[src/rtl/servo_adc_scheduler.sv]
// Periodic four-channel ADC scan scheduler: requests channels 0..3 in turn and publishes a coherent sample set.
// Optional feature: define SERVO_ADC_TIMEOUT_EN to abort a scan whose ack does not arrive within TIMEOUT_CYCLES.
module servo_adc_scheduler #(
    parameter int ADC_WIDTH      = 12,
    parameter int PERIOD_CYCLES  = 1000,
    parameter int TIMEOUT_CYCLES = 64
) (
    input  logic                 clk,
    input  logic                 reset,
    input  logic                 enable,
    input  logic                 err_clear,
    output logic                 adc_req,
    output logic [1:0]           adc_ch,
    input  logic                 adc_ack,
    input  logic [ADC_WIDTH-1:0] adc_data,
    output logic [ADC_WIDTH-1:0] i0,
    output logic [ADC_WIDTH-1:0] i1,
    output logic [ADC_WIDTH-1:0] i2,
    output logic [ADC_WIDTH-1:0] i3,
    output logic                 measurement_trigger,
    output logic                 busy,
    output logic                 overrun,
    output logic                 adc_timeout,
    output logic [2:0]           dbg_state
);

    // Handshake: adc_req rises with adc_ch stable and holds until the edge that samples a
    // one-cycle adc_ack pulse; adc_data is taken in that same cycle; acks outside WAIT_ACK are ignored.
    typedef enum logic [2:0] {
        S_IDLE     = 3'd0,
        S_REQ      = 3'd1,
        S_WAIT_ACK = 3'd2,
        S_GAP      = 3'd3,
        S_PUBLISH  = 3'd4
    } state_t;

    localparam int PCNT_W = $clog2(PERIOD_CYCLES);

    state_t                 state_q;
    logic [PCNT_W-1:0]      pcnt_q, pcnt_d;
    logic                   tick;
    logic                   adc_req_q;
    logic [1:0]             adc_ch_q;
    logic                   trig_q;
    logic                   busy_q;
    logic                   overrun_q;
    logic [ADC_WIDTH-1:0]   shadow_q [4];
    logic [ADC_WIDTH-1:0]   i0_q, i1_q, i2_q, i3_q;

`ifdef SERVO_ADC_TIMEOUT_EN
    localparam int TO_W = $clog2(TIMEOUT_CYCLES);
    logic [TO_W-1:0]        to_cnt_q;
    logic                   timeout_q;
`endif

    always_comb begin
        tick   = (pcnt_q == PCNT_W'(PERIOD_CYCLES - 1));
        pcnt_d = tick ? '0 : pcnt_q + PCNT_W'(1);
    end

    always_ff @(posedge clk) begin
        if (reset) begin
            pcnt_q <= '0;
        end else begin
            pcnt_q <= pcnt_d;
        end
    end

    always_ff @(posedge clk) begin
        if (reset) begin
            state_q   <= S_IDLE;
            adc_req_q <= 1'b0;
            adc_ch_q  <= 2'd0;
            trig_q    <= 1'b0;
            busy_q    <= 1'b0;
            overrun_q <= 1'b0;
            i0_q      <= '0;
            i1_q      <= '0;
            i2_q      <= '0;
            i3_q      <= '0;
            for (int k = 0; k < 4; k++) begin
                shadow_q[k] <= '0;
            end
`ifdef SERVO_ADC_TIMEOUT_EN
            to_cnt_q  <= '0;
            timeout_q <= 1'b0;
`endif
        end else begin
            trig_q <= 1'b0;
            // Later set assignments override the clear, so a coincident set event wins.
            if (err_clear) begin
                overrun_q <= 1'b0;
`ifdef SERVO_ADC_TIMEOUT_EN
                timeout_q <= 1'b0;
`endif
            end
            if (tick && state_q != S_IDLE) begin
                overrun_q <= 1'b1;
            end

            case (state_q)
                S_IDLE: begin
                    if (tick && enable) begin
                        state_q   <= S_REQ;
                        adc_ch_q  <= 2'd0;
                        adc_req_q <= 1'b1;
                        busy_q    <= 1'b1;
`ifdef SERVO_ADC_TIMEOUT_EN
                        to_cnt_q  <= '0;
`endif
                    end
                end
                S_REQ: begin
                    state_q <= S_WAIT_ACK;
`ifdef SERVO_ADC_TIMEOUT_EN
                    to_cnt_q <= to_cnt_q + TO_W'(1);
`endif
                end
                S_WAIT_ACK: begin
                    if (adc_ack) begin
                        shadow_q[adc_ch_q] <= adc_data;
                        adc_req_q          <= 1'b0;
                        if (adc_ch_q == 2'd3) begin
                            // Channel 3 bypasses its shadow so the set is complete on the trigger cycle.
                            state_q <= S_PUBLISH;
                            i0_q    <= shadow_q[0];
                            i1_q    <= shadow_q[1];
                            i2_q    <= shadow_q[2];
                            i3_q    <= adc_data;
                            trig_q  <= 1'b1;
                        end else begin
                            state_q <= S_GAP;
                        end
                    end
`ifdef SERVO_ADC_TIMEOUT_EN
                    else if (to_cnt_q == TO_W'(TIMEOUT_CYCLES - 1)) begin
                        adc_req_q <= 1'b0;
                        adc_ch_q  <= 2'd0;
                        timeout_q <= 1'b1;
                        busy_q    <= 1'b0;
                        state_q   <= S_IDLE;
                    end else begin
                        to_cnt_q <= to_cnt_q + TO_W'(1);
                    end
`endif
                end
                S_GAP: begin
                    state_q   <= S_REQ;
                    adc_ch_q  <= adc_ch_q + 2'd1;
                    adc_req_q <= 1'b1;
`ifdef SERVO_ADC_TIMEOUT_EN
                    to_cnt_q  <= '0;
`endif
                end
                S_PUBLISH: begin
                    state_q <= S_IDLE;
                    busy_q  <= 1'b0;
                end
                default: begin
                    state_q   <= S_IDLE;
                    adc_req_q <= 1'b0;
                    busy_q    <= 1'b0;
                end
            endcase
        end
    end

    assign adc_req             = adc_req_q;
    assign adc_ch              = adc_ch_q;
    assign i0                  = i0_q;
    assign i1                  = i1_q;
    assign i2                  = i2_q;
    assign i3                  = i3_q;
    assign measurement_trigger = trig_q;
    assign busy                = busy_q;
    assign overrun             = overrun_q;
    assign dbg_state           = state_q;
`ifdef SERVO_ADC_TIMEOUT_EN
    assign adc_timeout         = timeout_q;
`else
    assign adc_timeout         = 1'b0;
`endif

endmodule

[config.mk]
export PLATFORM = sky130hd
export DESIGN_NAME = servo_adc_scheduler
export DESIGN_NICKNAME = d
export VERILOG_FILES = /design/src/rtl/servo_adc_scheduler.sv
export SDC_FILE = /design/constraint.sdc
export NUM_CORES = 1
export LEC_CHECK = 0
export BUFFER_PORTS_ARGS = -buffer_cell sky130_fd_sc_hd__buf_4
export CORE_ASPECT_RATIO = 0.8
export CORE_UTILIZATION = 60
export DETAILED_ROUTE_END_ITERATION = 6
export PLACE_DENSITY = 0.85
export SYNTH_ARGS = -nofsm -noshare
export SYNTH_HDL_FRONTEND = slang
export SYNTH_SLANG_ARGS = --single-unit
export TNS_END_PERCENT = 20
[constraint.sdc]
create_clock -name clk -period 3.65 [get_ports clk]
set_clock_uncertainty 0.15 [all_clocks]
set_input_delay 0.1825 -clock clk [delete_from_list [all_inputs] [get_ports clk]]
set_output_delay 0.1825 -clock clk [all_outputs]
set_load 0.1 [all_outputs]
== After elaboration in Yosys (flattened, before gate mapping) ==
Memory sizes are Yosys's and may differ from the RTL's. A register that Yosys moved wholly into a read port is not among the register bits.
Index checks and enable logic that the tools add are counted.
Storage, ports and cells
  word-level logic and storage cells: 61
  output and inout bits: 58
  bits in writable memories: 48
  memories: 1
  register bits after elaboration: 31
Cells by class
  add/subtract/negate cells: 2
  bitwise gates (word level): 4
  equality and inequality tests: 8
  reductions and logical operators: 16
  multiplexer cells: 22
Memory list
  shadow_q: depth 4, bits a word 12, rd ports 3, clocked after Yosys merged registers in 3, wr ports 4, RTL line 47  | logic [ADC_WIDTH-1:0] shadow_q [4];
Operators with widths (count)
  $mux W1: 12
  $mux W12: 1
  $pmux W3 S4: 1
  $reduce_or A12 Y1: 1
  $add A10 B1 Y10 const B: 1
  $eq A10 B10 Y1 const B: 1
  $mux W3: 3
  $eq A3 B2 Y1 const B: 2
  $reduce_and A2 Y1: 3
  $reduce_and A3 Y1: 2
  $reduce_or A3 Y1: 2
  $mux W2: 2
  $ne A2 B2 Y1 const B: 2
  $not A1 Y1: 4
  $pmux W1 S4: 1
  $pmux W2 S2: 1
  $reduce_bool A2 Y1: 2
  $reduce_or A2 Y1: 2
  $eq A3 B1 Y1 const B: 1
  $eq A3 B3 Y1 const B: 1
  $logic_not A3 Y1: 1
  $reduce_bool A3 Y1: 1
  $add A2 B1 Y2 const B: 1
  $eq A2 B2 Y1 const B: 1
  2 further kinds: 3

== Logic depth before layout (Yosys ltp) ==
  depth after elaboration: 6
  gate-level depth with buffers: 6

== Worst setup path before layout ==
No wires, ideal clock.
  path type: register to register
  start: register state_q[0] (netlist: dbg_state[0])
  end: memory shadow_q[2][0] (enable)
  setup time: 0.281 ns
  arrival: 1.911 ns
  cell stages (with the launch flop): 4
  slack: 1.308 ns
  path through: dfxtp_1 > and4bb_1 > and3_1 > or2_2
RTL lines
  from (decl): RTL line 39  | state_t state_q;
  from (signal assigned): RTL line 71  | state_q <= S_IDLE;
  from (signal assigned): RTL line 104  | state_q <= S_REQ;
  from (signal assigned): RTL line 114  | state_q <= S_WAIT_ACK;
  to (decl): RTL line 47

== Worst setup path in the final report ==
  start: register state_q[2] (netlist: dbg_state[2])
  end: register i2_q[9] (netlist: i2[9]) (read register of shadow_q)
Between the ends
  word-level cells in the longest chain between the ends: 2
Ends and longest elaborated chain
  $eq A3 B2 Y1: RTL line 101  | case (state_q)
  $reduce_and A3 Y1 (no source line)
  to (decl): RTL line 48  | logic [ADC_WIDTH-1:0] i0_q, i1_q, i2_q, i3_q;
Every way passes these cells.
A chain may end at the register's enable or synchronous reset.

==> impl_metrics.ini <==
[power_and_ir_drop]
power_leakage_nw = 1.95
ir_worst_vdd_uv = 246
power_density_nw_per_um2 = 388

[worst_setup_path]
cpMaxStageDelayCell = buf_4
worstPathArrival_ps = 2260
timing.critical_path.mode_cell = buf_4
rr_endpoint = i2[9]
critical_path.endpoint_type = flop
required_ps = 3740
worst_r2r_path_depth = 5
critical_path.cell_chain = and4bb_1 > buf_4 > and2_1 > buf_4 > o21ai_0
crit_path_max_fanout = 50
setup.reg_to_reg.worst_slack_ps = 1480
startpoint_to_endpoint_class_of_the_critical_path = flop to flop
worst_setup_path_start_kind = flop
critical-path-max-stage-delay_ps = 410
path_buf_inv = 2
reg_to_reg_startpoint = dbg_state[2]
path_delay_family = buffers and inverters

[clock_network]
clock_sinks = 103
clock_tree.htree_level_count = 3
clock_transition_at_the_registers_of_the_reported_paths_ps = 100
tritoncts = built
clockRootBuffer = clkbuf_8
clk-insertion-delay-late_ps = 360
post_cts_buffers = 0
cts_buffers = 9
clk_path_buf_depth = 2

[job]
drv.max_cap_violation_count = 0

[route]
avgRoutedWirePerCell_um = 16.0
wl_met3_um = 590
drt_iter0_drc = 302
dr.pass1.iters = 5
ant_nets = 0
count_of_vias_placed_by_the_detailed_router = 3235
top_routing_layer_in_use = met4
wl_met2_um = 4220
drc = 0
drt-total-wl_um = 8960
wl_met1_um = 4070
vias_per_cell = 5.79

[timing]
layout_worst_path_cycle_share_pct = 59.5
layout_min_cycle_time_ps = 2170
final_setup_violation_count = 0
timing.final.max_slew_violations = 0
peak_freq_mhz = 460
layout_setup_ws_ps = 1480
unrepaired_setup_endpoints_after_global_routing = no
final_sum_of_negative_setup_slack_ps = 0
hold_viol = 0
least_margin_pin_slew_ps = 811
worst_slew_slack_as_a_fraction_of_its_limit_pct = 45.9

[yosys]
synth-xor-area-share_pct = 0.612
synth_top_cells_by_area = dfxtp_1, edfxtp_1, nand4b_1, nand2b_1, and2_1
yosys-top-cells-count = dfxtp_1, nand2b_1, nand4b_1, o21ai_0, and2_1
netlist-cell-type-count = 46
syn_inst = 398
synth.most_common_cell = dfxtp_1
synth_seq_cells = 103
synth_edf_count = 36
ys_seq_area_share_pct = 56.4
yosys_most_used_dff = dfxtp_1
fraction_of_synthesis_flops_using_an_asynchronous_set_or_reset_pin_pct = 0
syn_area_per_cell_um2 = 10.8
synthAdderAreaFrac_pct = 0.583
combinational_family_with_the_most_area_after_synthesis = simple AND/OR/NAND/NOR gates
mappedNetlistNets = 417
synth_top_area_cell = dfxtp_1
multiplexer_fraction_of_the_synthesized_cell_area_pct = 0
yosys_warnings = 0
synth-compound-area-share_pct = 8.71
yosysTopAreaCellShare_pct = 31.2
synth_simple_gate_area_share_pct = 30.0
synthesis.area_um2 = 4300

[global_route]
first_pass_grt_wire_length_um = 14400
number_of_global_route_vias_before_repair = 2973
gr-usage-all-layers_pct = 25.3
largest_net_degree_at_the_start_of_global_routing = 116
antenna_violations_before_repair = 0
grt.overflow.total = 0

[finish]
synthToLayoutAreaGrowth_pct = 20.4
design.final.nets = 486
antennaDiodeCount = 0
layout_cell_share_with_drive_strength_beyond_1_pct = 21.0
n_fill_cell = 503

[hold_path]
worstHoldStart = enable
hold_depth = 4
worstHoldPathType = input port to flop
hold_path_end = adc_ch[1]

[floorplan]
die_area_um2 = 7500
floorplan.core_area_um2 = 6890
dieHeight_um = 77.7
initial_utilization_pct = 62.3
dieWidth_um = 96.6
ios = 75
placementRows = 27

[placement]
place_congestion = 0.826
io_buffers = 73
dp_slack_ps = 1460
dp_hpwl_um = 5500

[run_status]
result_of_the_run = completed
## worst min-delay path, stage by stage
cell	delay, ps
buf_4	110
nand2_1	70
nor4_2	60
o32ai_1	100
## how the worst max path moves through the flow
stage,from,to,slack [ps],cells past startpoint
detailed placement,reset,shadow_q[0][6],1460,4
CTS,dbg_state[0],i3[0],1490,5
global placement,reset,shadow_q[0][7],1530,4
finish,dbg_state[2],i2[9],1480,5
floorplan,dbg_state[0],shadow_q[2][0],1310,3
global route,dbg_state[2],i2[9],1270,5
## kinds of logic (layout without fill, tap and decap cells)
group                    count (synthesis)  in the layout
flip-flops                             103            103
XOR/XNOR                                 3              3
buffers and inverters                   36            110
AND/OR/NAND/NOR                        185            185
adder cells (fa/ha/maj)                  2              2
AO/OA/AOI/OAI                           68             68
other                                    1              1
## power by group
part / total [W] / internal, W / switching [W] / leakage, nW
logic: 0.0000904 / 0.0000443 / 0.0000462 / 0.933
clock network: 0.000704 / 0.000336 / 0.000368 / 0.100
registers: 0.00121 / 0.00120 / 0.00000954 / 0.912
total: 0.00200 / 0.00158 / 0.000424 / 1.95
## final cells by class
class,instances,area [um^2],area share (%)
multi-input cells,259,1720,33.2
inverters,4,15.0,0.290
repair buffers,90,711,13.7
clock buffers,11,141,2.73
flip-flops and latches,103,2420,46.8
clock inverters,5,55.1,1.06
well taps,87,109,2.10
## through the flow
stage	hold slack [ps]	total power, W	utilization (%)	area (um^2)	std cells
after detailed placement	296	0.00131	70.2	4840	529
after CTS	44.7	0.00201	75.1	5170	559
after global placement	295	0.00131	70.2	4840	529
after global routing	73.4	0.00207	75.1	5170	559
final	64.2	0.00200	75.1	5170	559
after floorplan	188	0.00128	-	4300	398
## routing by layer
| layer | vias up | GRT usage, % |
|---|---|---|
| met5 | - | 0 |
| met4 | 0 | 8.38 |
| met3 | 10 | 6.27 |
| met2 | 122 | 38.6 |
| met1 | 1534 | 35.3 |
| li1 | 1569 | - |
## state kept, by name, summed over array words and instances (netlist names)
name	cells
busy	1
pcnt_q	10
adc_ch	2
i1	12
measurement_trigger	1
dbg_state	3
i0	12
i3	12
overrun	1
i2	12
adc_req	1
shadow_q	36
## what timing repair did
action / 4_1_cts / 5_1_grt
gates resized for setup: 0 / 0
endpoints found under the hold margin: 40 / 0
hold buffers: 14 / 0
## placed cells by master (no fill, tap or decap), types with 2 or more instances in the layout
| cell type | count |
|---|---|
| a21oi_1 | 6 |
| nand3_1 | 4 |
| or3_1 | 6 |
| nor2b_1 | 5 |
| nor2_1 | 6 |
| o21ai_1 | 9 |
| dlygate4sd3_1 | 14 |
| or4_1 | 2 |
| and4_1 | 2 |
| nand3b_1 | 3 |
| inv_4 | 2 |
| dfxtp_1 | 67 |
| nand2b_1 | 51 |
| nand4b_1 | 48 |
| clkbuf_8 | 10 |
| nand4_1 | 3 |
| xor2_1 | 2 |
| edfxtp_1 | 36 |
| and2_1 | 37 |
| nor3_1 | 2 |
| o21ai_0 | 43 |
| or2_2 | 3 |
| buf_4 | 76 |
| inv_1 | 4 |
| nand2_1 | 5 |
No activity file was read; power rests on OpenSTA's default activity.
